### src/rtl/pipe_control.sv
// -----------------------------------------------------------------------------
// pipe_control
//
// Pipelined main-control unit for a 5-stage MIPS datapath. The ID-stage
// opcode is decoded into a control bundle that travels through the ID/EX,
// EX/MEM and MEM/WB registers, so each stage drives its own control outputs.
// The unit also detects load-use hazards (stall plus bubble insertion),
// squashes wrong-path instructions on a taken branch, flags illegal opcodes
// and keeps a saturating count of stall cycles.
//
// Ports
//   clk, reset        single clock; synchronous active-high reset
//   id_valid          IF/ID holds a real instruction
//   opcode            IF/ID opcode field
//   id_rs, id_rt      IF/ID source register specifiers
//   flush             taken branch resolved in MEM this cycle
//   stall             hold PC and IF/ID (combinational)
//   id_illegal        valid IF/ID instruction with an undecoded opcode
//   ex_*              EX-stage controls   (opcode latency +1)
//   mem_*             MEM-stage controls  (opcode latency +2)
//   wb_*              WB-stage controls   (opcode latency +3)
//   stall_cnt         saturating count of stall cycles
// -----------------------------------------------------------------------------
module pipe_control #(
  parameter int OPCODE_W = 6,
  parameter int REG_W    = 5,
  parameter int ALUOP_W  = 3,
  parameter int CNT_W    = 16
) (
  input  logic                clk,
  input  logic                reset,
  input  logic                id_valid,
  input  logic [OPCODE_W-1:0] opcode,
  input  logic [REG_W-1:0]    id_rs,
  input  logic [REG_W-1:0]    id_rt,
  input  logic                flush,
  output logic                stall,
  output logic                id_illegal,
  output logic                ex_RegDest,
  output logic                ex_ALUSrc,
  output logic [ALUOP_W-1:0]  ex_ALUOp,
  output logic                mem_Branch,
  output logic                mem_BranchNe,
  output logic                mem_MemRead,
  output logic                mem_MemWrite,
  output logic                wb_MemtoReg,
  output logic                wb_RegWrite,
  output logic [CNT_W-1:0]    stall_cnt
);

  localparam logic [OPCODE_W-1:0] OP_RTYPE = OPCODE_W'(6'h00);
  localparam logic [OPCODE_W-1:0] OP_ADDI  = OPCODE_W'(6'h08);
  localparam logic [OPCODE_W-1:0] OP_ANDI  = OPCODE_W'(6'h0C);
  localparam logic [OPCODE_W-1:0] OP_ORI   = OPCODE_W'(6'h0D);
  localparam logic [OPCODE_W-1:0] OP_LW    = OPCODE_W'(6'h23);
  localparam logic [OPCODE_W-1:0] OP_SW    = OPCODE_W'(6'h2B);
  localparam logic [OPCODE_W-1:0] OP_BEQ   = OPCODE_W'(6'h04);
  localparam logic [OPCODE_W-1:0] OP_BNE   = OPCODE_W'(6'h05);

  // Control fields grouped by the stage that consumes them; each pipeline
  // register only carries the groups still needed downstream.
  typedef struct packed {
    logic               reg_dest;
    logic               alu_src;
    logic [ALUOP_W-1:0] alu_op;
  } ex_ctrl_t;

  typedef struct packed {
    logic branch;
    logic branch_ne;
    logic mem_read;
    logic mem_write;
  } mem_ctrl_t;

  typedef struct packed {
    logic mem_to_reg;
    logic reg_write;
  } wb_ctrl_t;

  typedef struct packed {
    ex_ctrl_t  ex;
    mem_ctrl_t mem;
    wb_ctrl_t  wb;
  } ctrl_t;

  ctrl_t      id_ctrl;
  logic       id_legal;

  ctrl_t      idex_ctrl;
  logic       idex_valid;
  logic [REG_W-1:0] idex_rt;

  mem_ctrl_t  exmem_mem;
  wb_ctrl_t   exmem_wb;
  wb_ctrl_t   memwb_wb;

  logic       ex_load;
  logic       id_bubble;

  // NOTE: every field gets a default before the case so no path leaves a
  // variable unassigned, which would otherwise infer a latch.
  always_comb begin
    id_ctrl  = '0;
    id_legal = 1'b1;
    unique case (opcode)
      OP_RTYPE: begin
        id_ctrl.ex.reg_dest  = 1'b1;
        id_ctrl.wb.reg_write = 1'b1;
        id_ctrl.ex.alu_op    = ALUOP_W'(3'b010);
      end
      OP_ADDI: begin
        id_ctrl.ex.alu_src   = 1'b1;
        id_ctrl.wb.reg_write = 1'b1;
        id_ctrl.ex.alu_op    = ALUOP_W'(3'b100);
      end
      OP_ANDI: begin
        id_ctrl.ex.alu_src   = 1'b1;
        id_ctrl.wb.reg_write = 1'b1;
        id_ctrl.ex.alu_op    = ALUOP_W'(3'b101);
      end
      OP_ORI: begin
        id_ctrl.ex.alu_src   = 1'b1;
        id_ctrl.wb.reg_write = 1'b1;
        id_ctrl.ex.alu_op    = ALUOP_W'(3'b111);
      end
      OP_LW: begin
        id_ctrl.ex.alu_src    = 1'b1;
        id_ctrl.mem.mem_read  = 1'b1;
        id_ctrl.wb.mem_to_reg = 1'b1;
        id_ctrl.wb.reg_write  = 1'b1;
        id_ctrl.ex.alu_op     = ALUOP_W'(3'b000);
      end
      OP_SW: begin
        id_ctrl.ex.alu_src   = 1'b1;
        id_ctrl.mem.mem_write = 1'b1;
        id_ctrl.ex.alu_op    = ALUOP_W'(3'b000);
      end
      OP_BEQ: begin
        id_ctrl.mem.branch = 1'b1;
        id_ctrl.ex.alu_op  = ALUOP_W'(3'b001);
      end
      OP_BNE: begin
        id_ctrl.mem.branch    = 1'b1;
        id_ctrl.mem.branch_ne = 1'b1;
        id_ctrl.ex.alu_op     = ALUOP_W'(3'b001);
      end
      default: id_legal = 1'b0;  // undecoded opcodes travel as all-zero bubbles
    endcase
  end

  assign id_illegal = id_valid & ~id_legal;

  // A load in EX whose destination is read by the instruction in ID must hold
  // that instruction one cycle. r0 never creates a dependence, and a flush
  // squashes the dependent instruction anyway, so it overrides the stall.
  assign ex_load = idex_valid & idex_ctrl.mem.mem_read;
  assign stall   = id_valid & ex_load & (idex_rt != '0) &
                   ((idex_rt == id_rs) | (idex_rt == id_rt)) & ~flush;

  assign id_bubble = ~id_valid | stall | flush;

  // NOTE: pipeline state uses non-blocking assignments so every register
  // samples the previous-cycle values of the others at the same edge.
  always_ff @(posedge clk) begin
    if (reset) begin
      // NOTE: reset is synchronous; every in-flight instruction is dropped
      // at the edge where it is seen.
      idex_ctrl  <= '0;
      idex_valid <= 1'b0;
      idex_rt    <= '0;
      exmem_mem  <= '0;
      exmem_wb   <= '0;
      memwb_wb   <= '0;
      stall_cnt  <= '0;
    end else begin
      if (id_bubble) begin
        idex_ctrl  <= '0;
        idex_valid <= 1'b0;
        idex_rt    <= '0;
      end else begin
        idex_ctrl  <= id_ctrl;
        idex_valid <= 1'b1;
        idex_rt    <= id_rt;
      end

      // The instruction in EX is on the wrong path when the branch in MEM
      // resolves taken; the branch itself still retires harmlessly in WB.
      if (flush) begin
        exmem_mem <= '0;
        exmem_wb  <= '0;
      end else begin
        exmem_mem <= idex_ctrl.mem;
        exmem_wb  <= idex_ctrl.wb;
      end

      memwb_wb <= exmem_wb;

      if (stall && (stall_cnt != '1)) begin
        stall_cnt <= stall_cnt + CNT_W'(1);
      end
    end
  end

  assign ex_RegDest   = idex_ctrl.ex.reg_dest;
  assign ex_ALUSrc    = idex_ctrl.ex.alu_src;
  assign ex_ALUOp     = idex_ctrl.ex.alu_op;
  assign mem_Branch   = exmem_mem.branch;
  assign mem_BranchNe = exmem_mem.branch_ne;
  assign mem_MemRead  = exmem_mem.mem_read;
  assign mem_MemWrite = exmem_mem.mem_write;
  assign wb_MemtoReg  = memwb_wb.mem_to_reg;
  assign wb_RegWrite  = memwb_wb.reg_write;

endmodule
### config.mk
export PLATFORM = sky130hd
export DESIGN_NAME = pipe_control
export DESIGN_NICKNAME = d
export VERILOG_FILES = /design/src/rtl/pipe_control.sv
export SDC_FILE = /design/constraint.sdc
export NUM_CORES = 1
export LEC_CHECK = 0
export ABC_CLOCK_PERIOD_IN_PS = 4800
export CAP_MARGIN = 5
export CORE_ASPECT_RATIO = 0.7
export CORE_UTILIZATION = 50
export CTS_CLUSTER_DIAMETER = 150
export DETAILED_ROUTE_END_ITERATION = 7
export PLACE_DENSITY_LB_ADDON = 0.25
export SYNTH_ARGS = -nofsm -noshare
export SYNTH_HDL_FRONTEND = slang
export SYNTH_SLANG_ARGS = --single-unit
### constraint.sdc
create_clock -name clk -period 4.8 [get_ports clk]
set_input_delay 1.44 -clock clk [delete_from_list [all_inputs] [get_ports clk]]
set_output_delay 1.44 -clock clk [all_outputs]
set_load 0.01 [all_outputs]
## Word level (Yosys, flattened, before mapping)

Cells that the tools add are included.

| storage, ports and cells | value |
|---|---|
| register bits | 39 |
| input bits | 20 |
| logic and storage cells | 60 |

| cells by class | value |
|---|---|
| add/sub/neg operators | 1 |
| equal/unequal tests | 10 |
| multiplexer cells | 10 |
| bitwise gates (word level) | 12 |
| reductions and logical operators | 9 |

Operators with widths:

| operator | count |
|---|---|
| $eq 6x4->1 const B | 3 |
| $add 16x1->16 const B | 1 |
| $ne 16x16->1 const B | 1 |
| $pmux 3 s5 | 1 |
| $eq 6x3->1 const B | 2 |
| $eq 6x6->1 const B | 2 |
| $eq 5x5->1 | 2 |
| $reduce_or 5->1 | 2 |
| $mux 1 | 9 |
| $reduce_or 8->1 | 1 |
| $and 1x1->1 | 6 |
| $logic_not 6->1 | 1 |
| $reduce_or 2->1 | 3 |
| $reduce_bool 5->1 | 1 |
| $not 1->1 | 3 |
| $or 1x1->1 | 3 |
| $logic_and 1x1->1 | 1 |

## Logic depth before layout (Yosys ltp)

Gate-level depths: netlist of the first run.

| logic depth | value |
|---|---|
| depth after elaboration | 8 |
| mapped depth | 7 |
| gate-level depth less buffers | 6 |

## Least setup slack after synthesis of the first run

No wires, ideal clock.

| timing | value |
|---|---|
| path type | input to output |
| start point | input id_rt[3] |
| end point | output stall |
| arrival time | 2450 ps |
| data required time | 3360 ps |
| setup slack | 910 ps |
| cell stages on the path | 6 |
| path buffers | 1 |
| path through | xor2_1 -> nor3_2 -> a32oi_1 -> or2_1 -> clkbuf_1 -> nor2_1 |

| between the ends | value |
|---|---|
| word-level cells in the longest chain between the ends | 4 |

Ends and longest elaborated chain:

| what | RTL line | text |
|---|---|---|
| from (decl) | 35 | `input logic [REG_W-1:0] id_rt,` |
| $eq 5x5->1 | 158 | `((idex_rt == id_rs) \| (idex_rt == id_rt)) & ~flush;` |
| $or 1x1->1 | 158 |  |
| $and 1x1->1 | 157 | `assign stall = id_valid & ex_load & (idex_rt != '0) &` |
| $and 1x1->1 | 158 |  |
| to (decl) | 37 | `output logic stall,` |

No other way between the ends.

## Worst setup path in the final report of the first run

| timing | value |
|---|---|
| start point | input opcode[0] |
| end point | output id_illegal |

| between the ends | value |
|---|---|
| word-level cells in the longest chain between the ends | 5 |
| elaborated cells between the ends (all ways) | 12 |
| those cells by class | eq/ne (7); mux (1); bitwise (2); reduce/logical (2) |

Ends and longest elaborated chain:

| what | RTL line | text |
|---|---|---|
| from (decl) | 33 | `input logic [OPCODE_W-1:0] opcode,` |
| $eq 6x3->1, or another cell as far along | 105 | `unique case (opcode)` |
| $reduce_or 8->1 (no source line) (*) | -- |  |
| $mux 1 (*) | 105 |  |
| $not 1->1 (*) | 151 | `assign id_illegal = id_valid & ~id_legal;` |
| $and 1x1->1 (*) | 151 |  |
| to (decl) | 38 | `output logic id_illegal,` |

Mark *: on every way between the ends. The rest lies on a longest branch, timed or not.

==> metrics.txt, run 1 <==
Synth Cell Area 1690 µm²; TNS Setup 0 ns; Tot GR Track Use 0.214; Via Count 1496; first-pass GRT wire length 5890 µm; Root Driver clkbuf_8; Die Span X 71.5 µm; Starting Density 0.529; clk sink count 39; CP endpoint kind output pin; fin nets 265; post-DP HPWL 2560 µm; DR vias/cell 5.29; top cells by count, synth 39 x dfxtp_1, 19 x nor2_1, 14 x nand2_1, 11 x a21oi_1, 10 x xor2_1; Final period util 0.951; Pleak 0.846 nW; fraction of registers with async set/reset 0; Yosys cell types 37; vias in the first global route 1291; synthesized flop and latch total 39; VDD IR max 0.227 mV; H-tree levels 2; Net Count, Synth 215; Fin Hold WS 0.430 ns; status finished, final reports clean; fillers 251; Post-DRT Antenna Nets 0; Slew Limit Fails 0; Req. time, crit path 3.36 ns; cts bufs inserted 5; Initial DRC Count 65; Startpoint Class primary input; share of the synthesized area in the top cell type 0.462; Synth area leaders dfxtp_1 46%, xor2_1 5.2%, nor2_1 4.2%; IO Pins 49; Final Hold Vio Count 0; TritonCTS clock tree built; post-route minimum period 4.56 ns; worst skew pair latency 0.30 ns; relative slew slack 0.674; CP Class in -> out; synthesized area per cell 8.71 µm²; gr ovfl total 0; Synth Instances 194; CP arrival 3.12 ns; Post-route DRC 0; antenna cells 0; Hold WC Path Type reg -> reg; unrepaired setup endpoints after global routing false; Worst Clk Skew 0.00382 ns; core area 3190 µm²; PortBufs 48; initial antenna violation count 0; met3 WL post-DR 241 µm; top layer in use met4; PwrDens 258 nW/µm²; commonest register cell after synthesis dfxtp_1; Row Count 17; clock-pin slew on the worst setup and hold paths 0.08 ns; WL met2 1480 µm; met1 WL 1740 µm; Fmax 219 MHz; Die Y 50.6 µm; placer congestion estimate 0.781; largest net degree at the start of global routing 23; die area 3620 µm²; routed wire length 3500 µm; Worst Tran Pin Value 0.484 ns; First-pass DRT Iterations 4; post-DR wirelength/cell 12.4 µm; Worst Path Max Fanout 5; Yosys warnings 0; count leader, synth dfxtp_1; cell taking the most area after synthesis dfxtp_1; area growth from synthesis to layout 35.5%; share of cells above drive strength 1 0.0694; Post-synth EDFFs 0; max_cap viols 0; hold_buf cts 0; Seq/Total Area, Yosys 0.462; Bufs on Longest Clock Path 2; Setup Viol. Count Final 0
-- what timing repair did --
| item | CTS | global route |
|---|---|---|
| setup buffers | 0 | 0 |
| gates resized for setup | 0 | 1 |
| endpoints found under the setup margin | 0 | 1 |
-- state kept, by name, summed over array words and instances (netlist names) --
register / cells
ex_ALUOp: 3
ex_ALUSrc: 1
ex_RegDest: 1
exmem_wb: 2
idex_ctrl: 5
idex_rt: 5
idex_valid: 1
mem_Branch: 1
mem_BranchNe: 1
mem_MemWrite: 1
stall_cnt: 16
wb_MemtoReg: 1
wb_RegWrite: 1
-- cell type report --
type / count / area [µm²] / area share
well taps: 38 / 47.5 / 0.0208
flip-flops and latches: 39 / 781 / 0.341
clock buffers: 6 / 72.6 / 0.0317
multi-input cells: 134 / 810 / 0.354
repair buffers: 54 / 528 / 0.231
clock inverters: 2 / 12.5 / 0.00547
inverters: 10 / 37.5 / 0.0164
-- cell usage in the layout, fill, tap and decap left out, types with 2 or more instances in the layout --
| cell type | Yosys | routed |
|---|---|---|
| a21oi_1 | 11 | 11 |
| inv_1 | 9 | 9 |
| and2_1 | 5 | 5 |
| nor2b_1 | 5 | 5 |
| mux2_1 | 2 | 2 |
| dfxtp_1 | 39 | 39 |
| buf_4 | 3 | 6 |
| clkdlybuf4s50_1 | 0 | 47 |
| a211oi_1 | 2 | 2 |
| o21ai_0 | 6 | 6 |
| clkbuf_8 | 0 | 5 |
| xor2_1 | 10 | 10 |
| nand3_1 | 7 | 7 |
| or3_1 | 9 | 9 |
| or4_1 | 8 | 8 |
| xnor2_1 | 2 | 2 |
| nor3_1 | 8 | 8 |
| nand4_1 | 5 | 5 |
| nand2_1 | 14 | 14 |
| o31ai_1 | 5 | 5 |
| nor4_1 | 2 | 2 |
| nor2_1 | 19 | 19 |
| nand2b_1 | 2 | 2 |
-- critical path, stage by stage --
cell             delay [ns]
clkdlybuf4s50_1        0.54
nand2b_1               0.11
or3_1                  0.38
and3_1                 0.18
clkdlybuf4s50_1        0.47
-- final timing paths --
check	start	end	slack (ns)	cells after the start
max	opcode[0]	id_illegal	0.24	5
min reg2reg	idex_ctrl[0]$_SDFF_PP0_	exmem_wb[0]$_SDFF_PP0_	0.43	1
max reg2reg	stall_cnt[2]$_SDFFE_PP0P_	stall_cnt[15]$_SDFFE_PP0P_	2.51	6
min	idex_ctrl[0]$_SDFF_PP0_	exmem_wb[0]$_SDFF_PP0_	0.43	1
-- power breakdown --
group	internal, W	total (W)	leakage (nW)	switching, W
clock	0.000101	0.000219	0.0412	0.000117
combinational	0.0000247	0.0000441	0.490	0.0000194
sequential	0.000325	0.000327	0.315	0.00000152
-- stage by stage --
| step | power [W] | worst slack, ns | utilization | instance area (µm²) | cells |
|---|---|---|---|---|---|
| 6_report | 0.000589 | 0.235 | 0.717 | 2290 | 283 |
| 5_1_grt | 0.000614 | 0.151 | 0.717 | 2290 | 283 |
| 4_1_cts | 0.000597 | 0.0841 | 0.716 | 2290 | 283 |
| 3_5_place_dp | 0.000378 | 0.0864 | 0.690 | 2200 | 275 |
| 3_3_place_gp | 0.000378 | 0.126 | 0.690 | 2200 | 275 |
| 2_1_floorplan | 0.000352 | 0.910 | - | 1690 | 194 |
-- cells by family (layout without fill, tap and decap cells) --
family                   after synthesis  after routing  share of synthesized area
flip-flops                            39             39                      0.462
AND/OR/NAND/NOR                       92             92                      0.299
XOR/XNOR                              12             12                     0.0622
buffers and inverters                 21             72                     0.0585
AO/OA/AOI/OAI                         26             26                     0.0911
adder cells (fa/ha/maj)                1              1                    0.00741
multiplexers                           3              3                     0.0193
-- layer usage --
layer / GRT usage / up-vias
li1: - / 773
met4: 0.0621 / 0
met3: 0.0803 / 2
met2: 0.316 / 46
met1: 0.290 / 675
met5: 0 / -
No activity file was read; power rests on OpenSTA's default activity.
==> inputs of run 2 (changes only) <==
--- a/config.mk
+++ b/config.mk
@@ -8,9 +8,10 @@
 export ABC_CLOCK_PERIOD_IN_PS = 4800
 export CAP_MARGIN = 5
 export CORE_ASPECT_RATIO = 0.7
-export CORE_UTILIZATION = 50
+export CORE_UTILIZATION = 55
 export CTS_CLUSTER_DIAMETER = 150
 export DETAILED_ROUTE_END_ITERATION = 7
+export DONT_BUFFER_PORTS = 1
 export PLACE_DENSITY_LB_ADDON = 0.25
 export SYNTH_ARGS = -nofsm -noshare
 export SYNTH_HDL_FRONTEND = slang
==> run 2 against run 1 <==
  * Die area down 8.8%
  * Clock skew up 0.0059 ns
  * Critical endpoint is now stall
  * Via count down 11%
  * Clock power up 44%
  * Worst setup slack better by 0.63 ns
  * Register-to-register slack worse by 0.03 ns
  * Clock-buffer cell count unchanged
  * Sequential power about the same
  * Maximum frequency up 16%
  * Non-clock buffer count down 53
==> metrics.txt, run 2 (same netlist as run 1, synthesis figures left out) <==
PortBufs 0 (was 48); initial antenna violation count 0 (unchanged); Post CTS Setup Buffer Count 0 (unchanged); met3 WL post-DR 295 µm (was 241 µm); fillers 259 (was 251); Root Driver clkbuf_8 (unchanged); Bufs on Longest Clock Path 2 (unchanged); top layer in use met4 (unchanged); Startpoint Class primary input (unchanged); Post-Layout Cell Count 228 (was 283); max_cap viols 0 (unchanged); placer congestion estimate 0.785 (was 0.781); antenna cells 0 (unchanged); worst skew pair latency 0.29 ns (was 0.30 ns); Top Registers stall_cnt (16), idex_ctrl (5), idex_rt (5) (unchanged); routed wire length 3180 µm (was 3500 µm); area growth from synthesis to layout 7.33% (was 35.5%); Post-DRT Antenna Nets 0 (unchanged); vias in the first global route 1208 (was 1291); PwrDens 365 nW/µm² (was 258 nW/µm²); First-pass DRT Iterations 4 (unchanged); Final Hold Vio Count 0 (unchanged); Buf/Inv on CP 0 (was 2); Die Y 48.4 µm (was 50.6 µm); number of placed instances, taps included 220 (was 275); CP endpoint kind output pin (unchanged); Pleak 0.655 nW (was 0.846 nW); H-tree levels 2 (unchanged); TNS Setup 0 ns (unchanged); CP arrival 2.50 ns (was 3.12 ns); Initial DRC Count 111 (was 65); clock-pin slew on the worst setup and hold paths 0.08 ns (about the same); clk sink count 39 (unchanged); Worst Tran Pin Value 0.492 ns (was 0.484 ns); Slew Limit Fails 0 (unchanged); status finished, final reports clean (unchanged); commonest cells after routing, fill and taps aside 39 x dfxtp_1, 19 x nor2_1, 14 x nand2_1 (was 47 x clkdlybuf4s50_1, 39 x dfxtp_1, 19 x nor2_1); commonest non-fill, non-tap cell in the layout dfxtp_1 (was clkdlybuf4s50_1); DR vias/cell 5.86 (was 5.29); largest net degree at the start of global routing 23 (unchanged); Worst Clk Skew 0.00975 ns (was 0.00382 ns); fin nets 212 (was 265); largest reg by FF count stall_cnt (unchanged); core area 2860 µm² (was 3190 µm²); die area 3300 µm² (was 3620 µm²); post-route minimum period 3.94 ns (was 4.56 ns); slowest cell delay on critical path 0.37 ns (was 0.54 ns); hold_buf cts 0 (unchanged); Die Span X 68.2 µm (was 71.5 µm); Slowest cell on crit path or2_1 (was clkdlybuf4s50_1); crit-path cells xor2_1 > nor3_2 > a32oi_1 > or2_1 > nor2_1 (was clkdlybuf4s50_1 > nand2b_1 > or3_1 > and3_1 > clkdlybuf4s50_1); Tot GR Track Use 0.215 (was 0.214); met1 WL 1390 µm (was 1740 µm); relative slew slack 0.669 (was 0.674); Hold WC Path Type reg -> reg (unchanged); VDD IR max 0.273 mV (was 0.227 mV); post-DR wirelength/cell 13.9 µm (was 12.4 µm); TritonCTS clock tree built (unchanged); WL met2 1430 µm (was 1480 µm); CP Class in -> out (unchanged); post-DP HPWL 2380 µm (was 2560 µm); Setup Viol. Count Final 0 (unchanged); unrepaired setup endpoints after global routing false (unchanged); Starting Density 0.590 (was 0.529); first-pass GRT wire length 5400 µm (was 5890 µm); Final period util 0.820 (was 0.951); Req. time, crit path 3.36 ns (about the same); Via Count 1335 (was 1496); CP delay by family, top simple AND/OR/NAND/NOR gates (was buffers and inverters); post_cts resized 0 (unchanged); Post-route DRC 0 (unchanged); share of cells above drive strength 1 0.0625 (was 0.0694); Worst Path Max Fanout 11 (was 5); cts bufs inserted 5 (unchanged); IO Pins 49 (unchanged); Row Count 16 (was 17); max FFs per register 16 (unchanged); Fmax 254 MHz (was 219 MHz); gr ovfl total 0 (unchanged)
## run 2: metal layers
metal  vias up  track usage
met5         -            0
met4         0       0.0660
met1       613        0.271
met3         8        0.106
met2        50        0.319
li1        664            -
## run 2: final timing paths
check	to	depth (start not counted)	start	slack, ns
setup / recovery	stall	5	id_rt[3]	0.86
hold / removal	exmem_wb[0]$_SDFF_PP0_	1	idex_ctrl[0]$_SDFF_PP0_	0.43
setup reg to reg	stall_cnt[15]$_SDFFE_PP0P_	6	stall_cnt[2]$_SDFFE_PP0P_	2.48
hold reg to reg	exmem_wb[0]$_SDFF_PP0_	1	idex_ctrl[0]$_SDFF_PP0_	0.43
## run 2: where the power goes
part	internal, W	switching, W
sequential	0.000325	0.00000158
clock	0.000208	0.000109
combinational	0.00000831	0.00000976
total	0.000541	0.000120
## run 2: worst reg2reg max path, cell delays in order, from the launching register on
cell	delay [ns]
dfxtp_1	0.47
nand4_1	0.22
clkinv_1	0.11
nand3_1	0.22
or3_1	0.54
nor4_1	0.31
mux2_1	0.35
## run 2: layout make-up
type                    instances  area [µm²]  area share
multi-input cells             134         810       0.447
clock buffers                   6        72.6      0.0400
flip-flops and latches         39         781       0.431
well taps                      36        45.0      0.0248
repair buffers                  1        7.51     0.00414
inverters                      10        37.5      0.0207
clock inverters                 2        60.1      0.0331
## run 2: stage by stage
stage               utilization  total power, W  cell area, µm²  hold slack (ns)  worst slack, ns
finish                    0.633        0.000661            1810            0.426            0.864
global route              0.633        0.000685            1810            0.459            0.784
CTS                       0.633        0.000669            1810            0.431            0.857
detailed placement        0.587        0.000352            1680            0.414            0.863
global placement          0.587        0.000352            1680            0.410            0.887
floorplan                     -        0.000352            1690            0.406            0.910
